--- src/rtl/sph_seq_pkg.sv ---
// rtl/sph_seq_pkg.sv - shared constants, state encoding and area type for the scan sequencer
package sph_seq_pkg;
   localparam int DEPTH    = 16;
   localparam int RADIUS_W = 16;
   localparam int AREA_W   = 26;
   localparam int IDX_W    = 4;
   localparam int CNT_W    = IDX_W + 1;

   typedef logic [AREA_W-1:0] area_t;

   typedef enum logic [2:0] {
      IDLE,
      ISSUE,
      WAIT,
      OUTPUT,
      DONE
   } state_e;

   function automatic logic [CNT_W-1:0] sat_count(input logic [CNT_W-1:0] c,
                                                  input logic [CNT_W-1:0] lim);
      return (c > lim) ? lim : c;
   endfunction
endpackage

--- src/rtl/sph_radius_buf.sv ---
// rtl/sph_radius_buf.sv - radius register file, one write port and one asynchronous read port
// Contents survive reset so a reloaded scan can reuse the stored radii.
module sph_radius_buf #(
   parameter int DEPTH = 16,
   parameter int W     = 16,
   localparam int AW   = $clog2(DEPTH)
) (
   input  logic          clk,
   input  logic          we,
   input  logic [AW-1:0] waddr,
   input  logic [W-1:0]  wdata,
   input  logic [AW-1:0] raddr,
   output logic [W-1:0]  rdata
);
   logic [W-1:0] mem_q [DEPTH];

   always_ff @(posedge clk) begin
      if (we) begin
         mem_q[waddr] <= wdata;
      end
   end

   assign rdata = mem_q[raddr];
endmodule

--- src/rtl/sph_scan_seq.sv ---
// rtl/sph_scan_seq.sv - walks the radius buffer through the conversion core, one result at a time
// Optional SPH_SEQ_ACCUM_EN adds a running total_area output summed over transferred results.
module sph_scan_seq
   import sph_seq_pkg::*;
#(
   parameter int DEPTH    = sph_seq_pkg::DEPTH,
   parameter int RADIUS_W = sph_seq_pkg::RADIUS_W,
   parameter int AREA_W   = sph_seq_pkg::AREA_W,
   parameter int TIMEOUT  = 255
) (
   input  logic                clk,
   input  logic                rst,
   input  logic                wr_en,
   input  logic [IDX_W-1:0]    wr_addr,
   input  logic [RADIUS_W-1:0] wr_data,
   input  logic                start,
   input  logic [CNT_W-1:0]    count,
   output logic                busy,
   output logic                done,
   output logic                err_timeout,
   output logic                core_en,
   output logic [RADIUS_W-1:0] core_radius,
   input  logic                core_rdy,
   input  logic [AREA_W-1:0]   core_area,
   output logic                res_valid,
   input  logic                res_ready,
   output logic [AREA_W-1:0]   res_area,
`ifdef SPH_SEQ_ACCUM_EN
   output logic [AREA_W+3:0]   total_area,
`endif
   output logic [IDX_W-1:0]    res_idx
);
   localparam int TO_W = $clog2(TIMEOUT + 1);

   state_e              state_q, state_d;
   logic [IDX_W-1:0]    idx_q, idx_d;
   logic [CNT_W-1:0]    count_q, count_d;
   logic [TO_W-1:0]     wait_q, wait_d;
   logic                err_q, err_d;
   logic [AREA_W-1:0]   res_area_q, res_area_d;
   logic [IDX_W-1:0]    res_idx_q, res_idx_d;
   logic [RADIUS_W-1:0] radius_q, radius_d;
   logic [RADIUS_W-1:0] rd_data;
   logic [CNT_W-1:0]    start_cnt;
`ifdef SPH_SEQ_ACCUM_EN
   logic [AREA_W+3:0]   total_q, total_d;
`endif

   // Writes are locked out for the whole scan so the radii stay coherent.
   sph_radius_buf #(
      .DEPTH (DEPTH),
      .W     (RADIUS_W)
   ) u_buf (
      .clk   (clk),
      .we    (wr_en && (state_q == IDLE)),
      .waddr (wr_addr),
      .wdata (wr_data),
      .raddr (idx_q),
      .rdata (rd_data)
   );

   assign start_cnt = sat_count(count, CNT_W'(DEPTH));

   always_comb begin
      state_d    = state_q;
      idx_d      = idx_q;
      count_d    = count_q;
      wait_d     = wait_q;
      err_d      = err_q;
      res_area_d = res_area_q;
      res_idx_d  = res_idx_q;
      radius_d   = radius_q;
`ifdef SPH_SEQ_ACCUM_EN
      total_d    = total_q;
`endif
      core_en    = 1'b0;
      done       = 1'b0;
      case (state_q)
         IDLE: begin
            if (start) begin
               err_d   = 1'b0;
               idx_d   = '0;
               count_d = start_cnt;
`ifdef SPH_SEQ_ACCUM_EN
               total_d = '0;
`endif
               state_d = (start_cnt == '0) ? DONE : ISSUE;
            end
         end
         ISSUE: begin
            core_en  = 1'b1;
            radius_d = rd_data;
            wait_d   = '0;
            state_d  = WAIT;
         end
         WAIT: begin
            if (core_rdy) begin
               res_area_d = core_area;
               res_idx_d  = idx_q;
               state_d    = OUTPUT;
            end else if (wait_q == TO_W'(TIMEOUT - 1)) begin
               err_d   = 1'b1;
               state_d = DONE;
            end else begin
               wait_d = wait_q + TO_W'(1);
            end
         end
         OUTPUT: begin
            if (res_ready) begin
               idx_d = idx_q + IDX_W'(1);
`ifdef SPH_SEQ_ACCUM_EN
               total_d = total_q + (AREA_W+4)'(res_area_q);
`endif
               state_d = ((CNT_W'(idx_q) + CNT_W'(1)) == count_q) ? DONE : ISSUE;
            end
         end
         DONE: begin
            done    = 1'b1;
            state_d = IDLE;
         end
         default: state_d = IDLE;
      endcase
   end

   always_ff @(posedge clk) begin
      if (rst) begin
         state_q    <= IDLE;
         idx_q      <= '0;
         count_q    <= '0;
         wait_q     <= '0;
         err_q      <= 1'b0;
         res_area_q <= '0;
         res_idx_q  <= '0;
         radius_q   <= '0;
`ifdef SPH_SEQ_ACCUM_EN
         total_q    <= '0;
`endif
      end else begin
         state_q    <= state_d;
         idx_q      <= idx_d;
         count_q    <= count_d;
         wait_q     <= wait_d;
         err_q      <= err_d;
         res_area_q <= res_area_d;
         res_idx_q  <= res_idx_d;
         radius_q   <= radius_d;
`ifdef SPH_SEQ_ACCUM_EN
         total_q    <= total_d;
`endif
      end
   end

   // The live read is forwarded during ISSUE so a same-cycle write before start is seen.
   assign core_radius = (state_q == ISSUE) ? rd_data : radius_q;
   assign busy        = (state_q != IDLE);
   assign res_valid   = (state_q == OUTPUT);
   assign res_area    = res_area_q;
   assign res_idx     = res_idx_q;
   assign err_timeout = err_q;
`ifdef SPH_SEQ_ACCUM_EN
   assign total_area  = total_q;
`endif
endmodule

--- config.mk ---
export PLATFORM = sky130hd
export DESIGN_NAME = sph_scan_seq
export DESIGN_NICKNAME = d
export VERILOG_FILES = /design/src/rtl/sph_seq_pkg.sv /design/src/rtl/sph_radius_buf.sv /design/src/rtl/sph_scan_seq.sv
export SDC_FILE = /design/constraint.sdc
export NUM_CORES = 1
export LEC_CHECK = 0
export ABC_AREA = 1
export CAP_MARGIN = 10
export CORE_MARGIN = 4
export CORE_UTILIZATION = 35
export DETAILED_ROUTE_END_ITERATION = 10
export HOLD_SLACK_MARGIN = 0.03
export PLACE_DENSITY_LB_ADDON = 0.1
export SYNTH_ARGS = -nofsm -noshare
export SYNTH_HDL_FRONTEND = slang
export SYNTH_SLANG_ARGS = --single-unit
--- constraint.sdc ---
create_clock -name clk -period 5.82 [get_ports clk]
set_input_delay 1.164 -clock clk [delete_from_list [all_inputs] [get_ports clk]]
set_output_delay 1.164 -clock clk [all_outputs]
set_load 0.1 [all_outputs]
==> results of run 1 <==
==> worst paths after layout <==
check / to / slack [ns] / cells past startpoint
worst min-delay path: radius_q[2] / 0.47 / 2
worst max-delay path: core_radius[3] / 1.11 / 9
worst max register to register: u_buf.mem_q[5][6] / 2.89 / 6
worst min register to register: radius_q[2] / 0.47 / 2
==> worst max-delay path: cells and delay by family, from the launching register on <==
family / cells / cell delay [ns]
buffers and inverters: 3 / 1.56
AND/OR/NAND/NOR: 4 / 0.45
flip-flops: 1 / 0.34
AO/OA/AOI/OAI: 2 / 0.65
==> Yosys cell counts, types with 5 or more instances <==
cell type / count
nand2_1: 340
edfxtp_1: 256
nand3_1: 208
nor2_1: 85
dfxtp_1: 71
a21oi_1: 64
o21ai_0: 52
inv_1: 42
buf_2: 41
clkbuf_1: 19
nand4_1: 6
nor3_1: 5
==> layout make-up <==
cell class,instances,area share
clock buffers,50,0.0630
multi-input cells,781,0.223
inverters,44,0.0107
clock inverters,18,0.0116
well taps,468,0.0371
flip-flops and latches,327,0.577
repair buffers,133,0.0776
==> cells by family (layout without fill, tap and decap cells) <==
family	after synthesis	count (layout)
simple gates	654	654
flops	327	327
compound gates	123	123
buf+inv	110	245
fa+ha+maj	3	3
xor+xnor	1	1
==> flip-flops by register name (all words and copies together) (netlist names), named ones only <==
name / count
u_buf.mem_q: 256
idx_q: 4
state_q: 3
wait_q: 8
res_area: 26
count_q: 5
radius_q: 16
err_timeout: 1
res_idx: 4
==> power breakdown <==
part | leakage, nW | switching, mW | internal [mW]
registers | 2.89 | 0.0561 | 2.66
logic | 2.17 | 1.31 | 0.341
clock network | 0.577 | 0.912 | 1.34
==> per-stage QoR <==
step / std cells / setup WS, ns / hold WS (ns) / power (mW) / instance area, um2
after global placement: 1753 / 1.59 / 0.460 / 4.43 / 14600
after CTS: 1821 / 1.01 / 0.473 / 6.70 / 15800
after floorplan: 1218 / 1.94 / 0.451 / 3.96 / 13100
final: 1821 / 1.11 / 0.470 / 6.62 / 15800
after detailed placement: 1753 / 1.56 / 0.464 / 4.43 / 14600
after global routing: 1821 / 0.745 / 0.493 / 6.88 / 15800
==> placed cells by master (no fill, tap or decap) <==
cell             count
nand2_1            340
edfxtp_1           256
nand3_1            208
clkdlybuf4s50_1     91
nor2_1              69
dfxtp_1             69
a21oi_1             64
o21ai_0             52
buf_4               42
inv_1               41
clkbuf_16           37
nor2_2              15
clkbuf_1            11
clkinv_2             7
nand4_1              6
clkinv_1             6
nor3_1               5
nor2_4               4
ha_1                 3
bufinv_16            3
nor3_2               2
nand2_2              2
a211oi_1             2
clkinv_8             2
clkbuf_8             2
nor3_4               1
inv_2                1
inv_4                1
nor3b_1              1
nand2_4              1
o21ai_1              1
xor2_1               1
o22ai_1              1
o211ai_1             1
a41oi_1              1
a22oi_1              1
dfxtp_4              1
dfxtp_2              1
inv_6                1
==> metal layers <==
| layer | vias up | global-route usage |
|---|---|---|
| met5 | - | 0 |
| met4 | 0 | 0.0435 |
| met3 | 45 | 0.0338 |
| met2 | 259 | 0.280 |
| met1 | 4386 | 0.262 |
| li1 | 4429 | - |
==> out/qor.txt, run 1 <==
Status: complete, no violations
Share of layout cells above drive strength 1: 0.0909
Initial Utilization: 0.356
Crit path kind: flop to primary output
Area of the die: 40400 um2
Final Max Slew Viols: 0
ANT nets after route: 0
Routed Wire Length: 37.4 mm
Synth Area in Simple Gates: 0.214
Post-DP HPWL: 21.8 mm
Pwr dens: 419 nW/um2
Later-pin clock latency in the skew report: 0.53 ns
WL met2: 16.7 mm
RePlAce Congestion: 0.765
Avg Cell Area, Syn: 10.7 um2
RSZ-0062 raised after global routing: false
DRT met1 WL: 17.6 mm
Synthesized flop and latch total: 327
Critical path's slowest cell: clkinv_2
Area Overhead vs Synth: 21.0%
YS warnings: 0
Compound-Gate Fraction of Synth Area: 0.0483
Number of global-route vias before repair: 8781
Peak VDD IR: 0.255 mV
Hold buffers post-CTS: 0
DR WL/cell: 20.5 um
Final setup violation count: 0
Routed met3 length: 2.27 mm
ANT cells: 0
Slew headroom: 0.273
Clock-pin slew on the worst setup and hold paths: 0.06 ns
Async S/R FF share, synth: 0
Core Util, Final: 0.430
FF/Latch Area: 9110 um2
Post CTS Setup Buffer Count: 0
Cell Chain, Critical Path: clkinv_2 -> buf_4 -> nand2_1 -> nand3_1 -> nand3_1 -> a21oi_1 -> o21ai_0 -> nand2_1 -> buf_4
H-tree depth: 2
Area share of fa/ha/maj cells after synthesis: 0.00288
Fin crit period: 4.71 ns
Synth Instances: 1218
Slowest Stage Delay on Critical Path: 0.67 ns
Remaining DRCs: 0
RR Startpoint: state_q[2]
Required time worst endpoint: 4.66 ns
Final Hold Vio Count: 0
Slew @ Worst Pin: 1.09 ns
Rows: 70
Seq/Total Area, Yosys: 0.698
I/O Buffers: 107
Multi-input logic area: 3520 um2
Worst setup SP type: flop
First-pass GRT wire length: 56.1 mm
Number of buffers created by CTS: 37
Core region area: 36700 um2
Synth unique cells: 31
Die W: 201 um
Vias per cell: 5.01
Min-delay src: radius_q[2]
CTS Sinks: 327
Final Skew: 0.0280 ns
Longest Clk Path Bufs: 3
Setup TNS: 0 ns
Detailed Routing Iterations Pass 1: 5
CP max FO: 60
Vias: 9119
Post-synth EDFFs: 256
Yosys top cell area share: 0.589
Total Routing Usage GR: 0.180
Mapped cell area: 13100 um2
Pleak: 5.63 nW
Area leader, netlist: edfxtp_1
Max Clk Rate: 0.212 GHz
XOR/XNOR share of the synthesized area: 0.000671
GRT Residual Overflow: 0
Root Driver: clkbuf_16
Worst Hold Class: flop to flop
Data arrival, critical path: 3.55 ns
Top Ports: 108
Syn nets: 1278
Largest net degree at the start of global routing: 66
Largest family of logic cells by synthesized area: simple AND/OR/NAND/NOR gates
Layout fillers: 3531
Top routing layer used: met4
MaxCap Viol Count: 0
Post-synth top flop: edfxtp_1
TritonCTS clock tree: built
Initial antenna violation count: 0
Synth area leaders: edfxtp_1 59%, dfxtp_1 11%, nand2_1 9.8%
DR iter-0 viols: 695
Crit path capture type: primary output
Resized cells post-CTS: 0
Mux cell area share after synthesis: 0
Fin nets: 1384
Die height: 201 um
Fin crit share: 0.810
Power figures use the tool's default switching activity.
==> inputs of run 2 (changes only) <==
clock period = 3.97 ns   (was 5.82 ns; I/O delays follow)
==> run 2 against run 1 <==
  * Count of clock-buffer cells in the layout down 1
  * Clock power grew 39%
  * Flip-flop and latch count stayed put
  * Sequential share of layout area shrank 0.95 points
  * Via count decreased by 0.22%
  * Cell count rose by 0.71%
  * Sequential power is 46% higher
  * Clock skew is 0.0020 ns lower
  * Die area is the same
  * Critical endpoint is now core_radius[2]
  * Highest routed layer unchanged
  * Final area rose by 1.7%
  * Global-route usage is 0.60 points lower
==> out/qor.txt, run 2 (synthesized netlist as in run 1, its figures left out) <==
Detailed Routing Iterations Pass 1: 4 (-1)
Later-pin clock latency in the skew report: 0.54 ns (about the same)
Vias: 9099 (-0.22%)
DR WL/cell: 19.7 um (-4.0%)
Slowest Stage Delay on Critical Path: 0.43 ns (-0.24 ns)
Hold buffers post-CTS: 0 (unchanged)
Root Driver: clkbuf_16
Area Overhead vs Synth: 23.0%
Worst setup SP type: flop
Clock-pin slew on the worst setup and hold paths: 0.06 ns (about the same)
Core Util, Final: 0.438 (+0.00723)
Number of flip-flops in the largest register: 256 (unchanged)
Min-delay src: radius_q[5]
RSZ-0062 raised after global routing: false
Largest net degree at the start of global routing: 129 (+95%)
CTS Sinks: 327 (unchanged)
Total stage count of the critical path: 10 (+1)
Share of layout cells above drive strength 1: 0.102 (+0.0116)
Rows: 70 (unchanged)
Worst R2R Setup Slack: 1.28 ns (-1.61 ns)
Reg with most FFs: u_buf.mem_q
Final instance area: 16100 um2 (+1.7%)
TritonCTS clock tree: built
DR iter-0 viols: 665 (-4.3%)
Most common cell after layout, fill and taps aside: nand2_1
FF-to-FF End: u_buf.mem_q[10][1]
CP max FO: 63 (+5.0%)
Core region area: 36700 um2 (unchanged)
Slew @ Worst Pin: 1.02 ns (-0.0643 ns)
Die height: 201 um (unchanged)
Reg2reg path depth: 6 (unchanged)
Peak VDD IR: 0.236 mV (-7.4%)
RePlAce Congestion: 0.785 (+2.6%)
Setup TNS: 0 ns (unchanged)
Number of global-route vias before repair: 8453 (-3.7%)
Status: complete, no violations
Fin crit period: 3.69 ns
RR Startpoint: state_q[2]
Slew headroom: 0.315 (+0.0415)
Worst Hold Class: flop to flop
Top Ports: 108 (unchanged)
Initial Utilization: 0.356 (unchanged)
Final Hold Vio Count: 0 (unchanged)
First-pass GRT wire length: 54.3 mm (-3.1%)
Most frequent cells in the layout: 340 x nand2_1, 256 x edfxtp_1, 208 x nand3_1, 87 x clkdlybuf4s50_1
Worst hold margin: 0.471 ns (+0.00101 ns)
Cell Chain, Critical Path: clkinv_2 -> buf_6 -> buf_4 -> nand2_1 -> nand3_1 -> nand3_1 -> a21oi_1 -> o21ai_0 -> nand2_1 -> buf_12
Final Max Slew Viols: 0 (unchanged)
Fin nets: 1398 (+1.0%)
I/O Buffers: 107 (unchanged)
Final setup violation count: 0 (unchanged)
Crit path kind: flop to primary output
Pwr Total: 9.77 mW (+48%)
Die W: 201 um (unchanged)
GRT Residual Overflow: 0 (unchanged)
MaxCap Viol Count: 0 (unchanged)
Longest Clk Path Bufs: 3 (unchanged)
Critical path buffers and inverters: 4 (+1)
DP Area: 14900 um2 (+2.3%)
CP delay by family, top: buffers and inverters
Crit path to: core_radius[2]
Required time worst endpoint: 3.18 ns (-1.48 ns)
Crit path capture type: primary output
ANT nets after route: 0 (unchanged)
Remaining DRCs: 0 (unchanged)
Data arrival, critical path: 2.90 ns (-0.65 ns)
Final Skew: 0.0260 ns (-0.00202 ns)
Initial antenna violation count: 0 (unchanged)
Number of buffers created by CTS: 37 (unchanged)
Area of the die: 40400 um2 (unchanged)
Total Routing Usage GR: 0.174 (-0.00599)
H-tree depth: 2 (unchanged)
Pwr dens: 608 nW/um2 (+45%)
Routed Wire Length: 36.1 mm (-3.3%)
Vias per cell: 4.96 (-0.93%)
ANT cells: 0 (unchanged)
Post-DP HPWL: 21.6 mm (-1.1%)
Fin crit share: 0.930
Pleak: 5.74 nW (+1.8%)
Critical path's slowest cell: buf_4
Max Clk Rate: 0.271 GHz
[run 2: cell types whose count changed in the layout (fill, tap and decap cells not counted), sizes merged]
cell	before	now
buf	42	60
clkdlybuf4s50	91	87
clkinv	15	17
clkinvlp	0	1
clkbuf	50	49
bufinv	3	0
[run 2: timing repair]
| action | CTS | global route |
|---|---|---|
| buffers inserted | 0 | 0 |
| setup endpoints to repair | 0 | 1 |
| resized for setup | 0 | 1 |
| hold endpoints to repair | 0 | 0 |
[run 2: power breakdown]
part / total, mW / internal [mW] / switching [mW]
clock network: 3.12 / 1.78 / 1.34
registers: 3.98 / 3.90 / 0.0821
logic: 2.66 / 0.702 / 1.96
total: 9.77 / 6.38 / 3.39
[run 2: final cells by class]
class | instances | area (um2)
clock inverter | 18 | 109
sequential | 327 | 9110
inverter | 44 | 169
tap | 468 | 586
timing repair buffer | 147 | 1580
multi-input combinational | 781 | 3510
fill | 3499 | 20600
clock buffer | 49 | 1000
[run 2: worst min-delay path by stage]
stage | cells after the start | to | slack, ns
5_1_grt | 2 | radius_q[2] | 0.49
4_1_cts | 2 | radius_q[5] | 0.47
3_3_place_gp | 2 | radius_q[12] | 0.46
2_1_floorplan | 2 | radius_q[10] | 0.45
6_report | 2 | radius_q[5] | 0.47
3_5_place_dp | 2 | radius_q[5] | 0.46
[run 2: routing by layer]
| layer | track usage | wire [um] | vias to the layer above |
|---|---|---|---|
| met5 | 0 | 0 | - |
| met4 | 0.0374 | 466 | 0 |
| met3 | 0.0326 | 1960 | 35 |
| met2 | 0.263 | 15900 | 239 |
| met1 | 0.262 | 17800 | 4363 |
| li1 | - | - | 4462 |
[run 2: worst register-to-register path: stages, from the launching register on]
cell and delay [ns]:
dfxtp_1 0.42, nor3_1 0.36, inv_1 0.17, nor2_1 0.31
nand3_1 0.29, nor2_2 0.50, buf_4 0.33
[run 2: metrics by stage]
stage | instances | setup WS [ns]
floorplan | 1218 | 0.456
global route | 1834 | 0.135
CTS | 1834 | 0.0849
global placement | 1767 | 0.693
detailed placement | 1767 | 0.661
finish | 1834 | 0.279
